`config.mk`:
```
export PLATFORM = sky130hd
export DESIGN_NAME = apb_req_arbiter_flat
export DESIGN_NICKNAME = d
export VERILOG_FILES = /design/src/rtl/apb_arb_pkg.sv /design/src/rtl/apb_req_arbiter_if.sv /design/src/rtl/rr_arbiter_core.sv /design/src/rtl/apb_req_arbiter.sv /design/src/flat_wrapper.sv
export SDC_FILE = /design/constraint.sdc
export NUM_CORES = 1
export LEC_CHECK = 0
export BUFFER_PORTS_ARGS = -buffer_cell sky130_fd_sc_hd__buf_4
export CORE_AREA = 2 2 105 107
export CTS_CLUSTER_SIZE = 24
export DETAILED_ROUTE_END_ITERATION = 16
export DIE_AREA = 0 0 107 109
export PLACE_DENSITY = 0.8
export RECOVER_POWER = 100
export SETUP_SLACK_MARGIN = 0.3
export SYNTH_ARGS = -nofsm -noshare
export SYNTH_HDL_FRONTEND = slang
export SYNTH_SLANG_ARGS = --single-unit
```
`constraint.sdc`:
```
create_clock -name clk -period 3.7 [get_ports clk]
set_input_delay 0.185 -clock clk [delete_from_list [all_inputs] [get_ports clk]]
set_output_delay 0.185 -clock clk [all_outputs]
set_load 0.01 [all_outputs]
```
`src/rtl/apb_arb_pkg.sv`:
```
// Shared definitions for the APB request arbiter.
//   IDLE/BUSY/DONE : arbiter FSM state encoding
//   gnt_w()        : width of an encoded grant index (at least 1 bit)
package apb_arb_pkg;

  localparam logic [1:0] IDLE = 2'b00;
  localparam logic [1:0] BUSY = 2'b01;
  localparam logic [1:0] DONE = 2'b10;

  // A single requester still needs a 1-bit index so grant_id is never zero-width.
  function automatic int unsigned gnt_w(input int unsigned n);
    return (n <= 2) ? 1 : $clog2(n);
  endfunction

endpackage

```
`src/rtl/apb_req_arbiter_if.sv`:
```
// Bundle of requester-side and APB-master-side signals around the arbiter.
//   m_*      : requester handshake (valid/write/addr/wdata in, ready/rdata/error out)
//   req_*    : request port towards the APB master and its completion response
//   grant_id : debug view of the current or last winner
// Modports:
//   slave  : the arbiter's view
//   master : the environment's view (requesters plus APB master)
interface apb_req_arbiter_if #(
  parameter int unsigned NUM_REQ = 2,
  parameter int unsigned ADDR_W  = 32,
  parameter int unsigned DATA_W  = 32
);
  import apb_arb_pkg::*;

  localparam int unsigned GNT_W = gnt_w(NUM_REQ);

  logic [NUM_REQ-1:0]        m_valid;
  logic [NUM_REQ-1:0]        m_write;
  logic [NUM_REQ*ADDR_W-1:0] m_addr;
  logic [NUM_REQ*DATA_W-1:0] m_wdata;
  logic [NUM_REQ-1:0]        m_ready;
  logic [DATA_W-1:0]         m_rdata;
  logic                      m_error;

  logic                      req_valid;
  logic                      req_write;
  logic [ADDR_W-1:0]         req_addr;
  logic [DATA_W-1:0]         req_wdata;
  logic                      req_ready;
  logic [DATA_W-1:0]         req_rdata;
  logic                      req_error;

  logic [GNT_W-1:0]          grant_id;

  modport slave (
    input  m_valid, m_write, m_addr, m_wdata,
    output m_ready, m_rdata, m_error,
    output req_valid, req_write, req_addr, req_wdata,
    input  req_ready, req_rdata, req_error,
    output grant_id
  );

  modport master (
    output m_valid, m_write, m_addr, m_wdata,
    input  m_ready, m_rdata, m_error,
    input  req_valid, req_write, req_addr, req_wdata,
    output req_ready, req_rdata, req_error,
    input  grant_id
  );

endinterface

```
`src/rtl/rr_arbiter_core.sv`:
```
// Combinational rotating-priority selector.
//   i_req  : request vector
//   i_last : index of the previous winner; search starts at i_last+1 mod NUM_REQ
//   o_gnt  : one-hot grant (zero when no request)
//   o_idx  : encoded grant index (zero when no request)
//   o_any  : at least one request is present
module rr_arbiter_core #(
  parameter int unsigned NUM_REQ = 2,
  parameter int unsigned IDX_W   = 1
) (
  input  logic [NUM_REQ-1:0] i_req,
  input  logic [IDX_W-1:0]   i_last,
  output logic [NUM_REQ-1:0] o_gnt,
  output logic [IDX_W-1:0]   o_idx,
  output logic               o_any
);

  logic        w_found;
  logic        w_hit;
  int unsigned w_cand;

  always_comb begin
    o_gnt   = '0;
    o_idx   = '0;
    o_any   = |i_req;
    w_found = 1'b0;
    w_hit   = 1'b0;
    w_cand  = 0;
    // Offset NUM_REQ wraps back to the last winner, so it has the lowest priority.
    for (int unsigned k = 1; k <= NUM_REQ; k++) begin
      w_cand = (32'(i_last) + k) % NUM_REQ;
      w_hit  = 1'b0;
      for (int unsigned c = 0; c < NUM_REQ; c++) begin
        if (c == w_cand) begin
          w_hit = i_req[c];
        end
      end
      if (!w_found && w_hit) begin
        w_found = 1'b1;
        o_idx   = IDX_W'(w_cand);
        for (int unsigned c = 0; c < NUM_REQ; c++) begin
          if (c == w_cand) begin
            o_gnt[c] = 1'b1;
          end
        end
      end
    end
  end

endmodule

```
`src/rtl/apb_req_arbiter.sv`:
```
// Round-robin arbiter sharing one APB master request port among NUM_REQ requesters.
// One transfer is outstanding at a time: the winner's request is latched in IDLE,
// presented downstream during BUSY, and the registered response is returned to
// the winner alone as a one-cycle m_ready pulse in DONE.
//   clk  : rising-edge clock
//   rst  : asynchronous active-high reset
//   bus  : requester and APB-master signals (slave modport)
module apb_req_arbiter
  import apb_arb_pkg::*;
#(
  parameter int unsigned NUM_REQ = 2,
  parameter int unsigned ADDR_W  = 32,
  parameter int unsigned DATA_W  = 32
) (
  input logic              clk,
  input logic              rst,
  apb_req_arbiter_if.slave bus
);

  localparam int unsigned GNT_W = gnt_w(NUM_REQ);

  logic [1:0]         r_state,      w_state_nxt;
  logic [GNT_W-1:0]   r_last_grant, w_last_grant_nxt;
  logic [GNT_W-1:0]   r_grant_id,   w_grant_id_nxt;
  logic [NUM_REQ-1:0] r_gnt_oh,     w_gnt_oh_nxt;
  logic               r_req_valid,  w_req_valid_nxt;
  logic               r_write,      w_write_nxt;
  logic [ADDR_W-1:0]  r_addr,       w_addr_nxt;
  logic [DATA_W-1:0]  r_wdata,      w_wdata_nxt;
  logic [NUM_REQ-1:0] r_m_ready,    w_m_ready_nxt;
  logic [DATA_W-1:0]  r_rdata,      w_rdata_nxt;
  logic               r_error,      w_error_nxt;

  logic [NUM_REQ-1:0] w_gnt_oh;
  logic [GNT_W-1:0]   w_gnt_idx;
  logic               w_any;
  logic               w_sel_write;
  logic [ADDR_W-1:0]  w_sel_addr;
  logic [DATA_W-1:0]  w_sel_wdata;

  rr_arbiter_core #(
    .NUM_REQ (NUM_REQ),
    .IDX_W   (GNT_W)
  ) u_rr_core (
    .i_req  (bus.m_valid),
    .i_last (r_last_grant),
    .o_gnt  (w_gnt_oh),
    .o_idx  (w_gnt_idx),
    .o_any  (w_any)
  );

  // Mux the winner's fields out of the flattened request buses.
  always_comb begin
    w_sel_write = 1'b0;
    w_sel_addr  = '0;
    w_sel_wdata = '0;
    for (int unsigned i = 0; i < NUM_REQ; i++) begin
      if (w_gnt_oh[i]) begin
        w_sel_write = bus.m_write[i];
        w_sel_addr  = bus.m_addr[i*ADDR_W +: ADDR_W];
        w_sel_wdata = bus.m_wdata[i*DATA_W +: DATA_W];
      end
    end
  end

  always_comb begin
    w_state_nxt      = r_state;
    w_last_grant_nxt = r_last_grant;
    w_grant_id_nxt   = r_grant_id;
    w_gnt_oh_nxt     = r_gnt_oh;
    w_req_valid_nxt  = r_req_valid;
    w_write_nxt      = r_write;
    w_addr_nxt       = r_addr;
    w_wdata_nxt      = r_wdata;
    w_m_ready_nxt    = '0;
    w_rdata_nxt      = r_rdata;
    w_error_nxt      = r_error;
    case (r_state)
      IDLE: begin
        if (w_any) begin
          w_state_nxt      = BUSY;
          w_last_grant_nxt = w_gnt_idx;
          w_grant_id_nxt   = w_gnt_idx;
          w_gnt_oh_nxt     = w_gnt_oh;
          w_write_nxt      = w_sel_write;
          w_addr_nxt       = w_sel_addr;
          w_wdata_nxt      = w_sel_wdata;
          w_req_valid_nxt  = 1'b1;
        end
      end
      BUSY: begin
        // m_valid is deliberately not looked at here: a dropped request still completes.
        if (bus.req_ready) begin
          w_state_nxt     = DONE;
          w_req_valid_nxt = 1'b0;
          w_rdata_nxt     = bus.req_rdata;
          w_error_nxt     = bus.req_error;
          w_m_ready_nxt   = r_gnt_oh;
        end
      end
      DONE: begin
        w_state_nxt = IDLE;
      end
      default: begin
        w_state_nxt     = IDLE;
        w_req_valid_nxt = 1'b0;
      end
    endcase
  end

  always_ff @(posedge clk or posedge rst) begin
    if (rst) begin
      r_state      <= IDLE;
      r_last_grant <= GNT_W'(NUM_REQ - 1);
      r_grant_id   <= '0;
      r_gnt_oh     <= '0;
      r_req_valid  <= 1'b0;
      r_write      <= 1'b0;
      r_addr       <= '0;
      r_wdata      <= '0;
      r_m_ready    <= '0;
      r_rdata      <= '0;
      r_error      <= 1'b0;
    end else begin
      r_state      <= w_state_nxt;
      r_last_grant <= w_last_grant_nxt;
      r_grant_id   <= w_grant_id_nxt;
      r_gnt_oh     <= w_gnt_oh_nxt;
      r_req_valid  <= w_req_valid_nxt;
      r_write      <= w_write_nxt;
      r_addr       <= w_addr_nxt;
      r_wdata      <= w_wdata_nxt;
      r_m_ready    <= w_m_ready_nxt;
      r_rdata      <= w_rdata_nxt;
      r_error      <= w_error_nxt;
    end
  end

  assign bus.req_valid = r_req_valid;
  assign bus.req_write = r_write;
  assign bus.req_addr  = r_addr;
  assign bus.req_wdata = r_wdata;
  assign bus.m_ready   = r_m_ready;
  assign bus.m_rdata   = r_rdata;
  assign bus.m_error   = r_error;
  assign bus.grant_id  = r_grant_id;

endmodule

```
`src/flat_wrapper.sv`:
```
// flat-port wrapper written by rule: the top's interface ports become plain ports
module apb_req_arbiter_flat import apb_arb_pkg::*;
#(
  parameter int unsigned NUM_REQ = 2,
  parameter int unsigned ADDR_W  = 32,
  parameter int unsigned DATA_W  = 32
)
  (clk, rst, bus_m_valid, bus_m_write, bus_m_addr, bus_m_wdata, bus_m_ready, bus_m_rdata, bus_m_error, bus_req_valid, bus_req_write, bus_req_addr, bus_req_wdata, bus_req_ready, bus_req_rdata, bus_req_error, bus_grant_id);
  apb_req_arbiter_if #(.NUM_REQ(NUM_REQ), .ADDR_W(ADDR_W), .DATA_W(DATA_W)) bus_i ();
  input logic clk;
  input logic rst;
  input wire logic [$bits(bus_i.m_valid)-1:0] bus_m_valid;
  input wire logic [$bits(bus_i.m_write)-1:0] bus_m_write;
  input wire logic [$bits(bus_i.m_addr)-1:0] bus_m_addr;
  input wire logic [$bits(bus_i.m_wdata)-1:0] bus_m_wdata;
  output wire logic [$bits(bus_i.m_ready)-1:0] bus_m_ready;
  output wire logic [$bits(bus_i.m_rdata)-1:0] bus_m_rdata;
  output wire logic [$bits(bus_i.m_error)-1:0] bus_m_error;
  output wire logic [$bits(bus_i.req_valid)-1:0] bus_req_valid;
  output wire logic [$bits(bus_i.req_write)-1:0] bus_req_write;
  output wire logic [$bits(bus_i.req_addr)-1:0] bus_req_addr;
  output wire logic [$bits(bus_i.req_wdata)-1:0] bus_req_wdata;
  input wire logic [$bits(bus_i.req_ready)-1:0] bus_req_ready;
  input wire logic [$bits(bus_i.req_rdata)-1:0] bus_req_rdata;
  input wire logic [$bits(bus_i.req_error)-1:0] bus_req_error;
  output wire logic [$bits(bus_i.grant_id)-1:0] bus_grant_id;
  assign bus_i.m_valid = bus_m_valid;
  assign bus_i.m_write = bus_m_write;
  assign bus_i.m_addr = bus_m_addr;
  assign bus_i.m_wdata = bus_m_wdata;
  assign bus_m_ready = bus_i.m_ready;
  assign bus_m_rdata = bus_i.m_rdata;
  assign bus_m_error = bus_i.m_error;
  assign bus_req_valid = bus_i.req_valid;
  assign bus_req_write = bus_i.req_write;
  assign bus_req_addr = bus_i.req_addr;
  assign bus_req_wdata = bus_i.req_wdata;
  assign bus_i.req_ready = bus_req_ready;
  assign bus_i.req_rdata = bus_req_rdata;
  assign bus_i.req_error = bus_req_error;
  assign bus_grant_id = bus_i.grant_id;
  apb_req_arbiter #(.NUM_REQ(NUM_REQ), .ADDR_W(ADDR_W), .DATA_W(DATA_W)) u_core (.clk(clk), .rst(rst), .bus(bus_i));
endmodule
```
==> impl_metrics.csv <==
group,metric,value,unit
timing,final_hold_viol_count,0,
pwr,internal_power,3080,uW
worst_hold_path,whs_path_depth,2,
finish,layout.cells.most_common,"sky130_fd_sc_hd__buf_4",
finish,layout_fillers,947,
timing,timing.max_slew.rel_slack,-8.73,%
worst_setup_path,critPathRequiredTime,3990,ps
pwr,vdd_drop_max,298,uV
logic_synthesis,ys_top_cells_by_area,"sky130_fd_sc_hd__dfrtp_1, sky130_fd_sc_hd__a221o_1, sky130_fd_sc_hd__a21boi_0",
cts,cts.root.buffer_cell,"sky130_fd_sc_hd__clkbuf_8",
finish,fin_nets,776,
worst_setup_path,setup.worst_path.start_class,"register",
route,detail_route.first_pass.iterations,4,
floorplanning,floorplan.core_area,0.0106,mm^2
pwr,sw_frac_of_total,38.3,%
cts,cts-buffers-inserted,9,
logic_synthesis,ys_seq_area_share,58.9,%
global_routing,first_global_vias,4102,
timing,layout_min_cycle_time,2670,ps
pwr,p_per_area,777,mW/mm^2
global_routing,grt_antenna_before_repair,0,
logic_synthesis,postSynthNetCount,527,
timing,setup_total_negative_slack,0,ps
finish,drive_gt1_share,36.1,%
finish,area_growth_from_synthesis_to_layout,41.1,%
floorplanning,placementRows,38,
finish,final_cell_mix,"sky130_fd_sc_hd__buf_4, sky130_fd_sc_hd__dfrtp_1, sky130_fd_sc_hd__clkbuf_1, sky130_fd_sc_hd__a21boi_0, sky130_fd_sc_hd__a221o_1",
logic_synthesis,synth.top_cell.area_share,58.3,%
cts,cts.reportedPaths.clkPinSlew,100,ps
place,port_buffers,269,
route,drt-wirelength-per-cell,18.1,um
timing,setup-violations-final,0,
timing,holdWs,28.6,ps
logic_synthesis,yosys_register_bits,107,
timing,finalCritPeriodShare,72.2,%
route,drc_errors,0,
floorplanning,initial_utilization,42.9,%
pwr,power.clock.fraction,14.5,%
job,max_cap_viol_count,1,
timing,finalMaxSlewViolations,36,
worst_hold_path,timing.hold.worst.class,"in -> reg",
floorplanning,die-area,0.0117,mm^2
cts,clock_latency,360,ps
route,final_antenna_net_count,0,
floorplanning,io-pin-count,270,
floorplanning,floorplan.die.height,109,um
logic_synthesis,post_synthesis_average_cell_area,12.7,um^2
global_routing,grt_overflow,0,
cts,tritoncts,"done",
cts,cts-resized-gates,0,
route,post_drt_via_cell_ratio,5.49,
status,violations,"capacitance limit, slew limit",
place,gp_routability_congestion,0.800,
timing,worst_pin_slew,1630,ps
route,route.final.wire_length,13.7,mm
pwr,total_power,4990,uW
route,via_count,4137,
route,drt-initial-drc-count,276,
status,status,"complete, but fails checks",
logic_synthesis,synthesis.instances,359,
cts,cts_hold_repair.buffers,0,
pwr,sw_pwr,1910,uW
worst_setup_path,worst-endpoint-arrival,2960,ps
timing,grt_setup_unrepaired,"no",
timing,worst_clock_skew,12.6,ps
finish,final_core_util,60.6,%
worst_setup_path,regToRegSetupSlack,1030,ps
logic_synthesis,post_synth_instance_area,0.00455,mm^2
pwr,power_share_of_the_sequential_group,41.6,%
logic_synthesis,post-synth-top-area-cell,"sky130_fd_sc_hd__dfrtp_1",
cts,number_of_sinks_on_the_clock_net,107,
global_routing,grtUsageTotal,23.0,%
worst_setup_path,r2r.worst_path.cells,4,
finish,n_antenna_cell,0,
cts,number_of_setup_buffers_added_after_cts,0,
cts,ctsHtreeMaxLevel,3,
logic_synthesis,synth_cell_types,27,
pwr,power.share.combinational,43.9,%
worst_setup_path,setup.worst_path.class,"reg -> reg",
floorplanning,die_width,107,um
timing,max_freq,0.374,GHz
global_routing,grt_max_degree,84,
pwr,power.leakage,0.00288,uW
logic_synthesis,synth-warning-count,0,
worst_setup_path,crit_path_max_fanout,31,
global_routing,grt_pass1_wl,20.7,mm
worst_setup_path,critPathCaptureType,"register",
place,post-dp-hpwl,9.88,mm
cts,clock_tree.buffer_depth,2,
==> routing by layer <==
layer	vias up	part of all wire (%)	wire length (um)	track usage [%]
met5	-	0	0	0
met4	0	3.1	427	11.2
met3	30	7.3	1000	4.12
met2	226	51	6950	39.9
met1	2003	39	5280	27.7
li1	1878	-	-	-
==> path summary, 6_finish.rpt <==
kind                                         start                  endpoint
worst max-delay path             u_core.r_state[1]   u_core.bus.req_wdata[8]
worst min-delay path              bus_req_rdata[6]     u_core.bus.m_rdata[6]
worst max register to register   u_core.r_state[1]   u_core.bus.req_wdata[8]
worst min register to register  u_core.r_gnt_oh[0]        u_core.r_gnt_oh[0]
max in group asynchronous                      rst    u_core.bus.m_rdata[20]
min in group asynchronous                      rst  u_core.bus.req_wdata[22]
==> cell usage after synthesis <==
cell type / number
sky130_fd_sc_hd__dfrtp_1: 106
sky130_fd_sc_hd__or2_2: 1
sky130_fd_sc_hd__buf_2: 20
sky130_fd_sc_hd__nor2_2: 2
sky130_fd_sc_hd__mux2_2: 29
sky130_fd_sc_hd__a221o_1: 51
sky130_fd_sc_hd__or2_1: 2
sky130_fd_sc_hd__a21boi_0: 51
sky130_fd_sc_hd__nand3_1: 14
sky130_fd_sc_hd__a21oi_1: 3
sky130_fd_sc_hd__inv_1: 3
sky130_fd_sc_hd__buf_6: 1
sky130_fd_sc_hd__dfstp_2: 1
sky130_fd_sc_hd__inv_2: 1
sky130_fd_sc_hd__nor2_1: 3
sky130_fd_sc_hd__clkbuf_1: 13
sky130_fd_sc_hd__nor3_1: 15
sky130_fd_sc_hd__o21ai_0: 16
sky130_fd_sc_hd__nand2_1: 3
sky130_fd_sc_hd__nand2b_1: 1
sky130_fd_sc_hd__mux2_1: 4
sky130_fd_sc_hd__o211a_1: 1
sky130_fd_sc_hd__and2_1: 1
sky130_fd_sc_hd__nor2_4: 1
sky130_fd_sc_hd__a21o_1: 1
sky130_fd_sc_hd__a211o_1: 1
sky130_fd_sc_hd__a31oi_1: 14
==> power groups by stage <==
stage / Clock (uW) / Sequential, uW / Combinational (uW)
detailed placement: 0 / 2090 / 2660
floorplan: 0 / 2300 / 1150
finish: 722 / 2080 / 2190
CTS: 745 / 2080 / 2650
global route: 784 / 2140 / 2390
global placement: 0 / 2070 / 2580
==> flip-flops by register name, indices dropped and copies added (netlist names), 2 cells and up <==
signal                flops
u_core.bus.m_rdata       32
u_core.bus.req_addr      32
u_core.bus.req_wdata     32
u_core.bus.m_ready        2
u_core.r_gnt_oh           2
u_core.r_state            2
==> stage by stage <==
step	cell area, um^2	std cells	setup slack, ps
finish	6420	753	1030
global route	6420	753	768
CTS	6820	753	1430
detailed placement	6620	737	1430
global placement	6620	737	1510
floorplan	4550	359	699
==> worst max-delay path, stage by stage (launching register included) <==
cell                      delay, ps
sky130_fd_sc_hd__dfrtp_1        450
sky130_fd_sc_hd__a211o_1        490
sky130_fd_sc_hd__nor2_2        1040
sky130_fd_sc_hd__buf_4          420
sky130_fd_sc_hd__a221o_1        190
==> cell families (layout without fill, tap and decap cells) <==
logic type	count (synthesis)	in the layout	synth area share [%]
flops	107	107	58.9
simple gates	43	43	4.89
compound gates	138	138	24.2
mux	33	33	8.17
buf+inv	38	292	3.85
==> layout make-up <==
class	instances	area [um^2]	share of cell area, %
Multi-Input combinational cell	214	1700	26.4
Inverter	4	17.5	0.273
Timing Repair Buffer	272	1650	25.7
Clock inverter	4	48.8	0.760
Clock buffer	12	155	2.42
Sequential cell	107	2680	41.7
Tap cell	140	175	2.73
No activity file was read; power rests on OpenSTA's default activity.
